<file path="config.mk">
export PLATFORM = sky130hd
export DESIGN_NAME = stream_mux_n
export DESIGN_NICKNAME = d
export VERILOG_FILES = /design/src/rtl/stream_mux_pkg.sv /design/src/rtl/stream_mux_n_rr_arbiter.sv /design/src/rtl/stream_mux_n.sv
export SDC_FILE = /design/constraint.sdc
export NUM_CORES = 1
export LEC_CHECK = 0
export CAP_MARGIN = 20
export CELL_PAD_IN_SITES_DETAIL_PLACEMENT = 1
export CELL_PAD_IN_SITES_GLOBAL_PLACEMENT = 1
export CORE_MARGIN = 3
export CORE_UTILIZATION = 32
export DETAILED_ROUTE_END_ITERATION = 8
export GPL_TIMING_DRIVEN = 0
export PLACE_DENSITY = 0.92
export REMOVE_ABC_BUFFERS = 1
export SETUP_SLACK_MARGIN = 0.1
export SLEW_MARGIN = 40
export SYNTH_ARGS = -nofsm -noshare
export SYNTH_HDL_FRONTEND = slang
export SYNTH_SLANG_ARGS = --single-unit
</file>
<file path="constraint.sdc">
create_clock -name clk -period 4.65 [get_ports clk]
set_input_delay 0.93 -clock clk [delete_from_list [all_inputs] [get_ports clk]]
set_output_delay 0.93 -clock clk [all_outputs]
set_load 0.05 [all_outputs]
</file>
<file path="src/rtl/stream_mux_pkg.sv">
// Shared types and the round-robin search function used by the N:1 stream multiplexer.
package stream_mux_pkg;

  typedef enum logic {
    ST_EMPTY = 1'b0,
    ST_FULL  = 1'b1
  } state_e;

  localparam logic MODE_FIXED = 1'b0;
  localparam logic MODE_RR    = 1'b1;

  // Upper bound on channel count the search function can handle.
  localparam int MAX_CH = 64;
  localparam int IDX_W  = 6;

  typedef struct packed {
    logic             found;
    logic [IDX_W-1:0] idx;
  } grant_t;

  // First requesting channel at or above ptr, wrapping nch-1 -> 0.
  function automatic grant_t rr_search(input logic [MAX_CH-1:0] req,
                                       input int unsigned       ptr,
                                       input int unsigned       nch);
    grant_t      g;
    int unsigned k;
    g = '0;
    for (int unsigned i = 0; i < MAX_CH; i++) begin
      k = ptr + i;
      if (k >= nch) k = k - nch;
      if (i < nch && !g.found && req[k[IDX_W-1:0]]) begin
        g.found = 1'b1;
        g.idx   = k[IDX_W-1:0];
      end
    end
    return g;
  endfunction

endpackage

</file>
<file path="src/rtl/stream_mux_n_rr_arbiter.sv">
// Round-robin grant search: picks the first valid channel from ptr upward and
// computes the pointer value that follows a grant.
module rr_arbiter #(
  parameter int NCH  = 4,
  parameter int SELW = $clog2(NCH)
) (
  input  logic [NCH-1:0]  req,
  input  logic [SELW-1:0] ptr,
  input  logic            en,
  output logic            gnt_valid,
  output logic [SELW-1:0] gnt_idx,
  output logic [SELW-1:0] next_ptr
);
  import stream_mux_pkg::*;

  grant_t g;

  // NOTE: every output of a combinational block gets a default first, so no path leaves a latch behind.
  always_comb begin
    g         = rr_search(MAX_CH'(req), 32'(ptr), NCH);
    gnt_valid = en & g.found;
    gnt_idx   = SELW'(g.idx);
    next_ptr  = ptr;
    if (gnt_valid) next_ptr = (int'(gnt_idx) == NCH - 1) ? '0 : gnt_idx + 1'b1;
  end

endmodule

</file>
<file path="src/rtl/stream_mux_n.sv">
// N:1 valid/ready stream multiplexer with one output register, fixed-select and
// round-robin modes. Optional out_parity port is enabled by STREAM_MUX_PARITY_EN.
module stream_mux_n #(
  parameter int WIDTH = 8,
  parameter int NCH   = 4,
  parameter int SELW  = $clog2(NCH)
) (
  input  logic                 clk,
  input  logic                 rst,
  input  logic [NCH*WIDTH-1:0] in_data,
  input  logic [NCH-1:0]       in_valid,
  output logic [NCH-1:0]       in_ready,
  input  logic [SELW-1:0]      sel,
  input  logic                 mode,
  output logic [WIDTH-1:0]     out_data,
  output logic                 out_valid,
  input  logic                 out_ready,
`ifdef STREAM_MUX_PARITY_EN
  output logic [SELW-1:0]      cur_ch,
  output logic                 out_parity
`else
  output logic [SELW-1:0]      cur_ch
`endif
);
  import stream_mux_pkg::*;

  localparam int NSEL = 1 << SELW;

  state_e           state;
  logic [SELW-1:0]  rr_ptr;
  logic [SELW-1:0]  rr_idx;
  logic [SELW-1:0]  rr_next;
  logic             rr_gnt;
  logic             can_load;
  logic             fix_gnt;
  logic             grant;
  logic [SELW-1:0]  g;
  logic [WIDTH-1:0] sel_data;
  logic [NSEL-1:0]  valid_ext;

  assign can_load  = (state == ST_EMPTY) | out_ready;
  // Padded so that an out-of-range sel indexes a zero rather than past the vector.
  assign valid_ext = NSEL'(in_valid);

  rr_arbiter #(.NCH(NCH), .SELW(SELW)) u_arb (
    .req      (in_valid),
    .ptr      (rr_ptr),
    .en       (!rst && mode == MODE_RR && can_load),
    .gnt_valid(rr_gnt),
    .gnt_idx  (rr_idx),
    .next_ptr (rr_next)
  );

  assign fix_gnt  = !rst && mode == MODE_FIXED && can_load &&
                    (int'(sel) < NCH) && valid_ext[sel];
  assign grant    = fix_gnt | rr_gnt;
  assign g        = (mode == MODE_RR) ? rr_idx : sel;
  assign sel_data = in_data[int'(g)*WIDTH +: WIDTH];
  assign in_ready = grant ? (NCH'(1) << g) : '0;

  // NOTE: sequential state uses non-blocking assignments; the reset branch clears every register.
  always_ff @(posedge clk or posedge rst) begin
    if (rst) begin
      state     <= ST_EMPTY;
      out_data  <= '0;
      out_valid <= 1'b0;
      cur_ch    <= '0;
      rr_ptr    <= '0;
`ifdef STREAM_MUX_PARITY_EN
      out_parity <= 1'b0;
`endif
    end else begin
      if (grant) begin
        state     <= ST_FULL;
        out_data  <= sel_data;
        out_valid <= 1'b1;
        cur_ch    <= g;
`ifdef STREAM_MUX_PARITY_EN
        out_parity <= ^sel_data;
`endif
      end else if (out_ready) begin
        state     <= ST_EMPTY;
        out_valid <= 1'b0;
      end
      // rr_next equals rr_ptr unless a scan-mode grant happened.
      rr_ptr <= rr_next;
    end
  end

endmodule
</file>
# Word level (Yosys, flattened, before mapping)
# Index checks and enable logic that the tools add are counted.
# word_totals
ff_bits,13
latch_bits,0
mem_bits_rw,0
mem_bits_ro,0
in_bits,42
output_inout_bits,15
elab_cells,65
mem_count,0
# classes
addsub,8
n_mul,0
n_div,0
magnitude_cmp,9
n_eq_ne,1
shifts,2
mux,23
bitwise,5
n_reduce_logical,13
# ops
op,count
$ge 32x3->1 const B,3
$shiftx 32x6->8,1
$lt 6x7->1 const B,4
$mux 7,4
$bmux 1 s6,4
$mux 6,4
$sub 6x3->6 const B,3
$logic_and 1x1->1,8
$mux 1,7
$add 2x2->3 const B,2
$logic_not 1->1,4
$mux 2,2
$mux 4,1
$shl 1x2->4 const A,1
$sub 2x3->4 const B,1
$add 2x1->3 const B,1
$ge 2x3->1 const B,1
$lt 2x3->1 const B,1
$add 2x1->2 const B,1
$bmux 1 s2,1
$eq 2x1->1 const B,1
$not 1->1,2
$or 1x1->1,2
$reduce_bool 2->1,1
$and 1x1->1,1

# Longest topological paths before layout
# Gate-level depths: netlist (run 1).
# depth
ltp_word,17
depth_mapped,12
depth_no_buf,8

# By module
# From an unflattened synthesis (run 1), not the netlist that was laid out.
# hier_totals
hier_cells,89
hier_area_um2,1123.6
# modules_own_cells
mod,n_inst,cells_per_inst,area_per_inst_um2,seq_area_each_um2
stream_mux_n,1,50,792.0,325.3
rr_arbiter,1,39,331.6,0.0

# Worst setup path after synthesis (run 1)
# Ideal clock, no wire load.
# synth_timing
kind,reg-to-output
startpoint,register rr_ptr[0]
endpoint,output in_ready[1]
arrival_time_ps,3233
required_time_ps,3720
path_slack_ps,487
path_stages_with_launch,12
path_buffers,4
path_cell_list,dfrtp_1 -> buf_2 -> inv_1 -> ha_1 -> clkbuf_1 -> or3_1 -> a41oi_1 -> o21a_1 -> clkbuf_1 -> buf_1 -> nand2_1 -> nor2_1
# synth_via
elab_chain_cells,17
elab_cells_between_ends,38
cone_classes,7 x add/sub; 4 x order compare; 1 x shift; 18 x mux; 2 x bitwise; 6 x reduce/logical
# synth_rtl
item,line_no,rtl
start: declaration,stream_mux_n.sv:30,logic [SELW-1:0] rr_ptr;
start signal: assignment,stream_mux_n.sv:86,rr_ptr <= rr_next;
branches (longest 13 deep; another with $ge 32x3->1),n/a,
$mux 7 (*),stream_mux_pkg.sv:31,if (i < nch && !g.found && req[k[IDX_W-1:0]]) begin
$mux 2 or $and 1x1->1 (tied branches),"stream_mux_n.sv:57, stream_mux_n_rr_arbiter.sv:21",
$shl 1x2->4 or $or 1x1->1 (tied branches),"stream_mux_n.sv:59, stream_mux_n.sv:56",
$mux 4 (*),stream_mux_n.sv:59,assign in_ready = grant ? (NCH'(1) << g) : '0;
end: declaration,stream_mux_n.sv:12,"output logic [NCH-1:0] in_ready,"
# Mark *: on every way between the ends. The select of a mux whose other input is x is not followed.

# Worst setup path in the final report (run 1)
# layout_timing
startpoint,input in_valid[0]
endpoint,output in_ready[0]
# layout_via
elab_chain_cells,15
elab_cells_between_ends,26
cone_classes,1 x shift; 16 x mux; 2 x bitwise; 7 x reduce/logical
# layout_rtl
item,line_no,rtl
start: declaration,stream_mux_n.sv:11,"input logic [NCH-1:0] in_valid,"
$bmux 1 s6,stream_mux_pkg.sv:31,
$mux 1 (not written as such),stream_mux_pkg.sv:31,
$mux 7,stream_mux_pkg.sv:31,
$logic_not 1->1,stream_mux_pkg.sv:31,
$logic_and 1x1->1,stream_mux_pkg.sv:31,
$mux 7,stream_mux_pkg.sv:31,
$logic_not 1->1,stream_mux_pkg.sv:31,
$logic_and 1x1->1,stream_mux_pkg.sv:31,
$mux 7,stream_mux_pkg.sv:31,
$logic_not 1->1,stream_mux_pkg.sv:31,
$logic_and 1x1->1,stream_mux_pkg.sv:31,
$mux 7,stream_mux_pkg.sv:31,
$mux 2 or $and 1x1->1 (tied branches),"stream_mux_n.sv:57, stream_mux_n_rr_arbiter.sv:21",
$shl 1x2->4 or $or 1x1->1 (tied branches),"stream_mux_n.sv:59, stream_mux_n.sv:56",
$mux 4 (*),stream_mux_n.sv:59,
# Mark *: on every way between the ends. The rest lies on a longest branch, timed or not. The select of a mux whose other input is x is not followed.

==> results_tabular.tex, run 1 <==
\begin{tabular}{lr}
\hline
Metric & Value \\
\hline
\multicolumn{2}{l}{\textbf{Logic synthesis}} \\
\quad Seq/Total Area, Yosys & 0.221 \\
\quad Share of synthesized area spent on multiplexers & 0.164 \\
\quad Adder-cell share of the synthesized area & 0.0340 \\
\quad Number of instances in the synthesized netlist & 170 \\
\quad Most common flop cell mapped by yosys & sky130\_fd\_sc\_hd\_\_dfrtp\_1 \\
\quad Area share of the leading cell type in the synthesized netlist & 0.221 \\
\quad Main combinational cell family by area after synthesis & compound AO/OA/AOI/OAI gates \\
\quad Complex-gate fraction of the synthesized area & 0.331 \\
\quad Post-synthesis simple-gate area fraction & 0.153 \\
\quad Synth area leaders & sky130\_fd\_sc\_hd\_\_dfrtp\_1 (22\%), sky130\_fd\_sc\_hd\_\_mux2\_2 (8.4\%), sky130\_fd\_sc\_hd\_\_nor2\_1 (4.9\%) \\
\quad Most numerous cell in the Yosys netlist & sky130\_fd\_sc\_hd\_\_nor2\_1 \\
\quad Unique cell type count in the Yosys netlist & 45 \\
\quad Number of synthesized flops with an enable pin & 0 \\
\quad Share of the synthesized netlist area taken by xor and xnor gates & 0.00596 \\
\quad Library cell occupying the most area in the post-synthesis netlist & sky130\_fd\_sc\_hd\_\_dfrtp\_1 \\
\quad Yosys synthesis warning count & 0 \\
\quad Synth top cells by count & sky130\_fd\_sc\_hd\_\_nor2\_1 (19), sky130\_fd\_sc\_hd\_\_dfrtp\_1 (13), sky130\_fd\_sc\_hd\_\_inv\_1 (12) \\
\quad Asr flop ratio synth & 1.00 \\
\quad Netlist area before placement & 0.00147 mm² \\
\quad Post-synthesis register bit count & 13 \\
\quad Avg Inst Size Synth & 8.65 µm² \\
\multicolumn{2}{l}{\textbf{Detailed routing}} \\
\quad Post-route ant nets & 0 \\
\quad DR vias/cell & 6.06 \\
\quad Mean routed wirelength per cell & 19.7 µm \\
\quad Count of unresolved DRC violations after routing & 0 \\
\quad DRC violation total after the first TritonRoute iteration & 53 \\
\quad Via count & 1635 \\
\quad Total Routed Length & between 5000 and 6000 µm \\
\quad First-pass iteration count of the detailed router & 4 \\
\multicolumn{2}{l}{\textbf{Power}} \\
\quad Sequential share of power & 0.173 \\
\quad Internal power consumption & 0.597 mW \\
\quad Fraction of power consumed by combinational cells & 0.746 \\
\quad Leakage Power & about 0.8 nW \\
\quad Peak supply drop & 0.000207 V \\
\quad Switching Power & 0.710 mW \\
\quad Proportion of power drawn by the clock network & 0.080 \\
\quad Sw Share & 0.543 \\
\quad Total design power & 1.31 mW \\
\quad Power density of the placed cells & $\sim$610 mW/mm² \\
\multicolumn{2}{l}{\textbf{Worst setup path}} \\
\quad Setup Crit Path Kind & in -> out \\
\quad Endpoint kind of the worst setup timing path & output port \\
\quad Launching element type of the critical path & primary input \\
\quad WP data arrival & 3.50 ns \\
\quad Crit path top cell by count & sky130\_fd\_sc\_hd\_\_nor2\_1 \\
\quad Cell chain of the critical path & clkdlybuf4s50\_1 > mux4\_2 > or2\_0 > o311a\_4 > a22o\_4 > nor2\_1 > nor2\_1 > buf\_2 \\
\quad Crit path largest cell delay & 0.56 ns \\
\quad Crit path max-delay cell type & sky130\_fd\_sc\_hd\_\_mux4\_2 \\
\quad Highest fanout seen on the critical path & 10 \\
\quad Data required time at the worst endpoint & 3.72 ns \\
\multicolumn{2}{l}{\textbf{GRT}} \\
\quad Global-route wire length before repair & roughly 8500 µm \\
\quad Pin count of the biggest net entering global routing & 20 \\
\quad Initial antenna violation count & 0 \\
\quad Global-route congestion overflow total & 0 \\
\quad Via count of the first global-routing pass & 1691 \\
\quad GRT Total Usage & 0.201 \\
\multicolumn{2}{l}{\textbf{Clocking}} \\
\quad Post-CTS Hold Fix Bufs & 0 \\
\quad Clock insertion delay at the later pin of the skew report & roughly 0.25 ns \\
\quad CTS Buf Count & 3 \\
\quad Number of levels in the clock H-tree & 1 \\
\quad Maximum root-to-sink buffer count & 2 \\
\quad CTS tree & built \\
\quad Clk slew on worst S/H paths & 0.06 ns \\
\quad CTS root buf & sky130\_fd\_sc\_hd\_\_clkbuf\_8 \\
\quad Number of sinks on the clock net & 13 \\
\multicolumn{2}{l}{\textbf{Die}} \\
\quad Initial Utilization & 0.335 \\
\quad Die height & 73.8 µm \\
\quad Die width & 73.8 µm \\
\quad Area inside the core boundary & 0.00438 mm² \\
\quad Die outline area & 0.00544 mm² \\
\quad Placement Rows & 24 \\
\quad Number of I/O pins & between 50 and 60 \\
\multicolumn{2}{l}{\textbf{Job}} \\
\quad Max-cap violations & 0 \\
\multicolumn{2}{l}{\textbf{Timing}} \\
\quad Final hold vios & 0 \\
\quad Relative slew margins & 0.586 \\
\quad RSZ-0062 raised after global routing & false \\
\quad Maximum clock skew at final layout & 0.00211 ns \\
\quad Finish-stage setup viols & 0 \\
\quad Portion of the clock cycle consumed by the worst path in the final layout & 0.952 \\
\quad Worst-Margin Slew & 0.614 ns \\
\quad Achievable clock frequency & 0.226 GHz \\
\quad Final WS setup & roughly 0.22 ns \\
\quad Final number of max-transition violations & 0 \\
\quad Final period demand of the worst path & roughly 4.4 ns \\
\multicolumn{2}{l}{\textbf{Final layout}} \\
\quad Inserted Diodes & 0 \\
\quad Final net count & 265 \\
\quad Number of filler instances in the final layout & approximately 520 \\
\quad Ratio of cells with drive above 1 in the final layout & 0.170 \\
\quad Layout overhead on the synthesized area & 45.4\% \\
\multicolumn{2}{l}{\textbf{Min path}} \\
\quad Path class of the lowest-slack min-delay path & reg -> reg \\
\multicolumn{2}{l}{\textbf{Placed design}} \\
\quad Port Buffer Count & 56 \\
\quad Post-Place Worst Slack & -0.714 ns \\
\quad Final weighted congestion of routability-driven global placement & 0.826 \\
\quad Detailed placement HPWL & 3860 µm \\
\multicolumn{2}{l}{\textbf{Outcome}} \\
\quad Result of the run & completed \\
\hline
\end{tabular}
[critical path: cells and delay by family]
family / cells / cell delay [ns]
AND/OR/NAND/NOR: 3 / 0.52
multiplexers: 1 / 0.56
buffers and inverters: 2 / 0.73
AO/OA/AOI/OAI: 2 / 0.76
[repair_timing]
action,4_1_cts,5_1_grt
pin swaps,0,0
endpoints found under the setup margin,4,4
gates resized for setup,21,17
buffers inserted,0,2
[kinds of logic (layout without fill, tap and decap cells)]
family	after synthesis	after routing
muxes	19	19
AOI/OAI and AO/OA	58	58
adders and majority gates	4	4
buffers and inverters	27	75
and+or+nand+nor	48	48
DFF	13	13
xor gates and xnor gates	1	1
[final timing paths]
path | from | to | slack, ns | depth (start not counted)
worst min-delay path | cur_ch[1] | cur_ch[1] | 0.49 | 2
worst max register to register | rr_ptr[0] | out_data[7] | 1.57 | 8
min in group asynchronous | rst | out_data[2] | 1.07 | 2
worst min register to register | cur_ch[1] | cur_ch[1] | 0.49 | 2
max in group asynchronous | rst | rr_ptr[0] | 3.17 | 2
worst max-delay path | in_valid[0] | in_ready[0] | 0.22 | 8
[power groups by stage]
stage	registers [mW]	logic [mW]	clock network [mW]
5_1_grt	0.237	1.05	0.112
4_1_cts	0.227	0.918	0.106
3_3_place_gp	0.223	0.848	0
2_1_floorplan	0.375	0.447	0
3_5_place_dp	0.227	0.880	0
6_report	0.227	0.975	0.105
[sequential cells by signal, summed over array words and instances (netlist names)]
signal    flops
out_data      8
cur_ch        2
rr_ptr        2
state         1
[layout by cell type (no fill, tap or decap), types with 2 or more instances in the layout]
| cell | n |
|---|---|
| sky130_fd_sc_hd__clkdlybuf4s50_1 | 50 |
| sky130_fd_sc_hd__nor2_1 | 19 |
| sky130_fd_sc_hd__inv_1 | 12 |
| sky130_fd_sc_hd__mux2_2 | 11 |
| sky130_fd_sc_hd__nand3_1 | 11 |
| sky130_fd_sc_hd__dfrtp_1 | 11 |
| sky130_fd_sc_hd__a211oi_1 | 9 |
| sky130_fd_sc_hd__a2111oi_0 | 8 |
| sky130_fd_sc_hd__a221oi_1 | 7 |
| sky130_fd_sc_hd__a311oi_1 | 7 |
| sky130_fd_sc_hd__mux2i_1 | 5 |
| sky130_fd_sc_hd__nand2_1 | 5 |
| sky130_fd_sc_hd__a21oi_1 | 4 |
| sky130_fd_sc_hd__o21ai_0 | 4 |
| sky130_fd_sc_hd__buf_2 | 4 |
| sky130_fd_sc_hd__mux4_2 | 3 |
| sky130_fd_sc_hd__a21o_1 | 3 |
| sky130_fd_sc_hd__ha_1 | 3 |
| sky130_fd_sc_hd__clkbuf_8 | 3 |
| sky130_fd_sc_hd__nor2b_1 | 2 |
| sky130_fd_sc_hd__nand2b_1 | 2 |
| sky130_fd_sc_hd__buf_4 | 2 |
| sky130_fd_sc_hd__dfrtp_2 | 2 |
[per-layer routing]
layer,track usage,vias to the layer above,part of all wire
li1,-,765,-
met1,0.253,809,0.42
met2,0.356,51,0.51
met3,0.0342,10,0.047
met4,0.0423,0,0.018
met5,0,-,0
[stage by stage]
stage | util | hold WS, ns | cells | TNS (ns) | area, µm²
floorplan | - | 0.650 | 156 | 0 | 1390
CTS | 0.481 | 0.495 | 268 | 0 | 2110
global route | 0.487 | 0.529 | 270 | 0 | 2140
global placement | 0.459 | 0.462 | 264 | -2.46 | 2010
detailed placement | 0.459 | 0.482 | 264 | -2.79 | 2010
finish | 0.487 | 0.490 | 270 | 0 | 2140
[final cells by class]
type,instances,area [µm²],share of cell area
Multi-Input combinational cell,130,1100,0.513
Timing Repair Buffer,58,553,0.259
Sequential cell,13,328,0.153
Tap cell,52,65.1,0.0304
Inverter,13,48.8,0.0228
Clock buffer,4,45.0,0.0211
Power figures use the tool's default switching activity.
==> inputs of run 2 (changes only) <==
--- a/config.mk
+++ b/config.mk
@@ -12,7 +12,7 @@
 export CORE_UTILIZATION = 32
 export DETAILED_ROUTE_END_ITERATION = 8
 export GPL_TIMING_DRIVEN = 0
-export PLACE_DENSITY = 0.92
+export PLACE_DENSITY = 0.79
 export REMOVE_ABC_BUFFERS = 1
 export SETUP_SLACK_MARGIN = 0.1
 export SLEW_MARGIN = 40
==> results_tabular.tex, run 2 (synthesis results as in run 1) <==
\begin{tabular}{lr}
\hline
Metric & Value \\
\hline
\multicolumn{2}{l}{\textbf{Clocking}} \\
\quad CTS tree & built \\
\quad Maximum root-to-sink buffer count & 2 (unchanged) \\
\quad CTS Buf Count & 3 (unchanged) \\
\quad Clk slew on worst S/H paths & 0.06 ns (about the same) \\
\quad Clock insertion delay at the later pin of the skew report & 0.25 ns (about the same) \\
\quad Number of sinks on the clock net & 13 (unchanged) \\
\quad Number of levels in the clock H-tree & 1 (unchanged) \\
\quad CTS root buf & sky130\_fd\_sc\_hd\_\_clkbuf\_8 \\
\multicolumn{2}{l}{\textbf{GRT}} \\
\quad Initial antenna violation count & 0 (unchanged) \\
\quad Global-route congestion overflow total & 0 (unchanged) \\
\quad Via count of the first global-routing pass & 1582 (-6.4\%) \\
\quad GRT Total Usage & 0.193 (-0.00777) \\
\quad Pin count of the biggest net entering global routing & 20 (unchanged) \\
\quad Global-route wire length before repair & 8150 µm (-4.5\%) \\
\multicolumn{2}{l}{\textbf{Min path}} \\
\quad Path class of the lowest-slack min-delay path & reg -> reg \\
\quad Startpoint of the worst hold path & cur\_ch[0] \\
\quad Number of instances on the worst hold path & 1 (-1) \\
\quad Endpoint of the worst hold path & cur\_ch[0] \\
\multicolumn{2}{l}{\textbf{Detailed routing}} \\
\quad DR vias/cell & 6.00 (-0.86\%) \\
\quad First-pass iteration count of the detailed router & 4 (unchanged) \\
\quad Post-route ant nets & 0 (unchanged) \\
\quad Mean routed wirelength per cell & 19.4 µm (-1.1\%) \\
\quad Via count & 1621 (-0.86\%) \\
\quad Count of unresolved DRC violations after routing & 0 (unchanged) \\
\quad DRC violation total after the first TritonRoute iteration & 128 (+140\%) \\
\quad Total Routed Length & 5250 µm (-1.1\%) \\
\multicolumn{2}{l}{\textbf{Final layout}} \\
\quad Top reg by flops & out\_data \\
\quad Max FFs per register & 8 (unchanged) \\
\quad Inserted Diodes & 0 (unchanged) \\
\quad Largest registers & out\_data: 8 flops, cur\_ch: 2 flops, rr\_ptr: 2 flops \\
\quad Commonest cells after routing, fill and taps aside & sky130\_fd\_sc\_hd\_\_clkdlybuf4s50\_1 (51), sky130\_fd\_sc\_hd\_\_nor2\_1 (19), sky130\_fd\_sc\_hd\_\_inv\_1 (12) \\
\quad Layout overhead on the synthesized area & 45.0\% \\
\quad Most frequent standard cell in the layout excluding fill and tap cells & sky130\_fd\_sc\_hd\_\_clkdlybuf4s50\_1 \\
\quad Final net count & 265 (unchanged) \\
\quad Final core area utilization & 0.486 (-0.00114) \\
\quad Ratio of cells with drive above 1 in the final layout & 0.165 (-0.00459) \\
\multicolumn{2}{l}{\textbf{Worst setup path}} \\
\quad Depth of the worst register-to-register path & 8 (unchanged) \\
\quad Setup Crit Path Kind & in -> out \\
\quad Endpoint kind of the worst setup timing path & output port \\
\quad Highest fanout seen on the critical path & 10 (unchanged) \\
\quad Data required time at the worst endpoint & 3.72 ns (about the same) \\
\quad Reg2reg setup slack & 1.53 ns (-0.04 ns) \\
\quad Critical R2R Launch & rr\_ptr[0] \\
\quad WP data arrival & 3.56 ns (+0.06 ns) \\
\quad Launching element type of the critical path & primary input \\
\quad Terminus of the critical flop-to-flop path & out\_data[6] \\
\multicolumn{2}{l}{\textbf{Timing}} \\
\quad Final hold vios & 0 (unchanged) \\
\quad Final period demand of the worst path & 4.49 ns (+0.0666 ns) \\
\quad Portion of the clock cycle consumed by the worst path in the final layout & 0.966 (+0.0143) \\
\quad Worst-Margin Slew & 0.606 ns (-0.00834 ns) \\
\quad Final number of max-transition violations & 0 (unchanged) \\
\quad RSZ-0062 raised after global routing & false \\
\quad Finish-stage setup viols & 0 (unchanged) \\
\quad Achievable clock frequency & 0.223 GHz (-1.5\%) \\
\quad Final setup TNS & 0 ns (unchanged) \\
\quad Relative slew margins & 0.592 (+0.00562) \\
\quad Maximum clock skew at final layout & 0.00132 ns (-0.000786 ns) \\
\multicolumn{2}{l}{\textbf{Job}} \\
\quad Max-cap violations & 0 (unchanged) \\
\multicolumn{2}{l}{\textbf{Die}} \\
\quad Die outline area & 0.00544 mm² (unchanged) \\
\quad Die width & 73.8 µm (unchanged) \\
\quad Die height & 73.8 µm (unchanged) \\
\quad Area inside the core boundary & 0.00438 mm² (unchanged) \\
\quad Number of I/O pins & 57 (unchanged) \\
\quad Initial Utilization & 0.335 (unchanged) \\
\quad Placement Rows & 24 (unchanged) \\
\multicolumn{2}{l}{\textbf{Outcome}} \\
\quad Result of the run & completed \\
\multicolumn{2}{l}{\textbf{Power}} \\
\quad Leakage Power & 0.806 nW (-0.93\%) \\
\quad Total design power & 1.30 mW (-0.32\%) \\
\quad Power density of the placed cells & 611 mW/mm² (about the same) \\
\quad Peak supply drop & 0.000270 V (+30\%) \\
\multicolumn{2}{l}{\textbf{Placed design}} \\
\quad Port Buffer Count & 56 (unchanged) \\
\quad Detailed placement HPWL & 3810 µm (-1.2\%) \\
\quad Final weighted congestion of routability-driven global placement & 0.771 (-6.6\%) \\
\hline
\end{tabular}
## run 2: area by class of cell
cell class | count | area (µm²)
Timing Repair Buffer | 58 | 551
Sequential cell | 13 | 328
Multi-Input combinational cell | 130 | 1090
Tap cell | 52 | 65.1
Clock buffer | 4 | 45.0
Inverter | 13 | 48.8
Fill cell | 525 | 2250
## run 2: power breakdown
| group | leakage [nW] | internal, mW | switching, mW | total [mW] |
|---|---|---|---|---|
| Sequential | 0.146 | 0.168 | 0.0563 | 0.225 |
| Clock | 0.0228 | 0.0607 | 0.0438 | 0.104 |
| Combinational | 0.637 | 0.365 | 0.609 | 0.973 |
| Total | 0.806 | 0.594 | 0.709 | 1.30 |
## run 2: metrics by stage
| step | cells | area, µm² | setup slack, ns | hold WS, ns |
|---|---|---|---|---|
| 6_report | 270 | 2130 | 0.157 | 0.494 |
| 5_1_grt | 270 | 2130 | 0.104 | 0.517 |
| 4_1_cts | 268 | 2080 | -0.0197 | 0.497 |
| 3_5_place_dp | 264 | 2010 | -0.782 | 0.485 |
| 3_3_place_gp | 264 | 2010 | -0.747 | 0.461 |
| 2_1_floorplan | 156 | 1390 | 0.605 | 0.650 |
## run 2: timing repair
action / in CTS / in global routing
hold buffers: 0 / 0
endpoints found under the hold margin: 0 / 0
resized for setup: 22 / 15
setup buffers: 0 / 2
pin swaps: 0 / 0
endpoints found under the setup margin: 4 / 4
## run 2: worst max path at each step
stage	start	to	slack, ns	cells past startpoint
2_1_floorplan	rr_ptr[0]	in_ready[0]	0.61	8
3_3_place_gp	mode	in_ready[0]	-0.75	7
3_5_place_dp	mode	in_ready[0]	-0.78	7
4_1_cts	in_valid[1]	in_ready[0]	-0.02	8
5_1_grt	in_valid[3]	in_ready[1]	0.10	8
6_report	in_valid[1]	in_ready[1]	0.16	8
## run 2: worst max-delay path: stages
cell and delay, ns:
sky130_fd_sc_hd__clkdlybuf4s50_1 0.53, sky130_fd_sc_hd__mux4_2 0.57, sky130_fd_sc_hd__or2_0 0.28, sky130_fd_sc_hd__o311a_4 0.44
sky130_fd_sc_hd__a22o_4 0.33, sky130_fd_sc_hd__nor2_1 0.18, sky130_fd_sc_hd__nor2_1 0.07, sky130_fd_sc_hd__buf_2 0.21
## run 2: per-layer routing
layer  share of wire  global-route usage  vias to the layer above
met1            0.41               0.272                      787
met5               0                   0                        -
met2            0.51               0.317                       64
met4           0.014              0.0302                        0
li1                -                   -                      762
met3           0.070              0.0274                        8
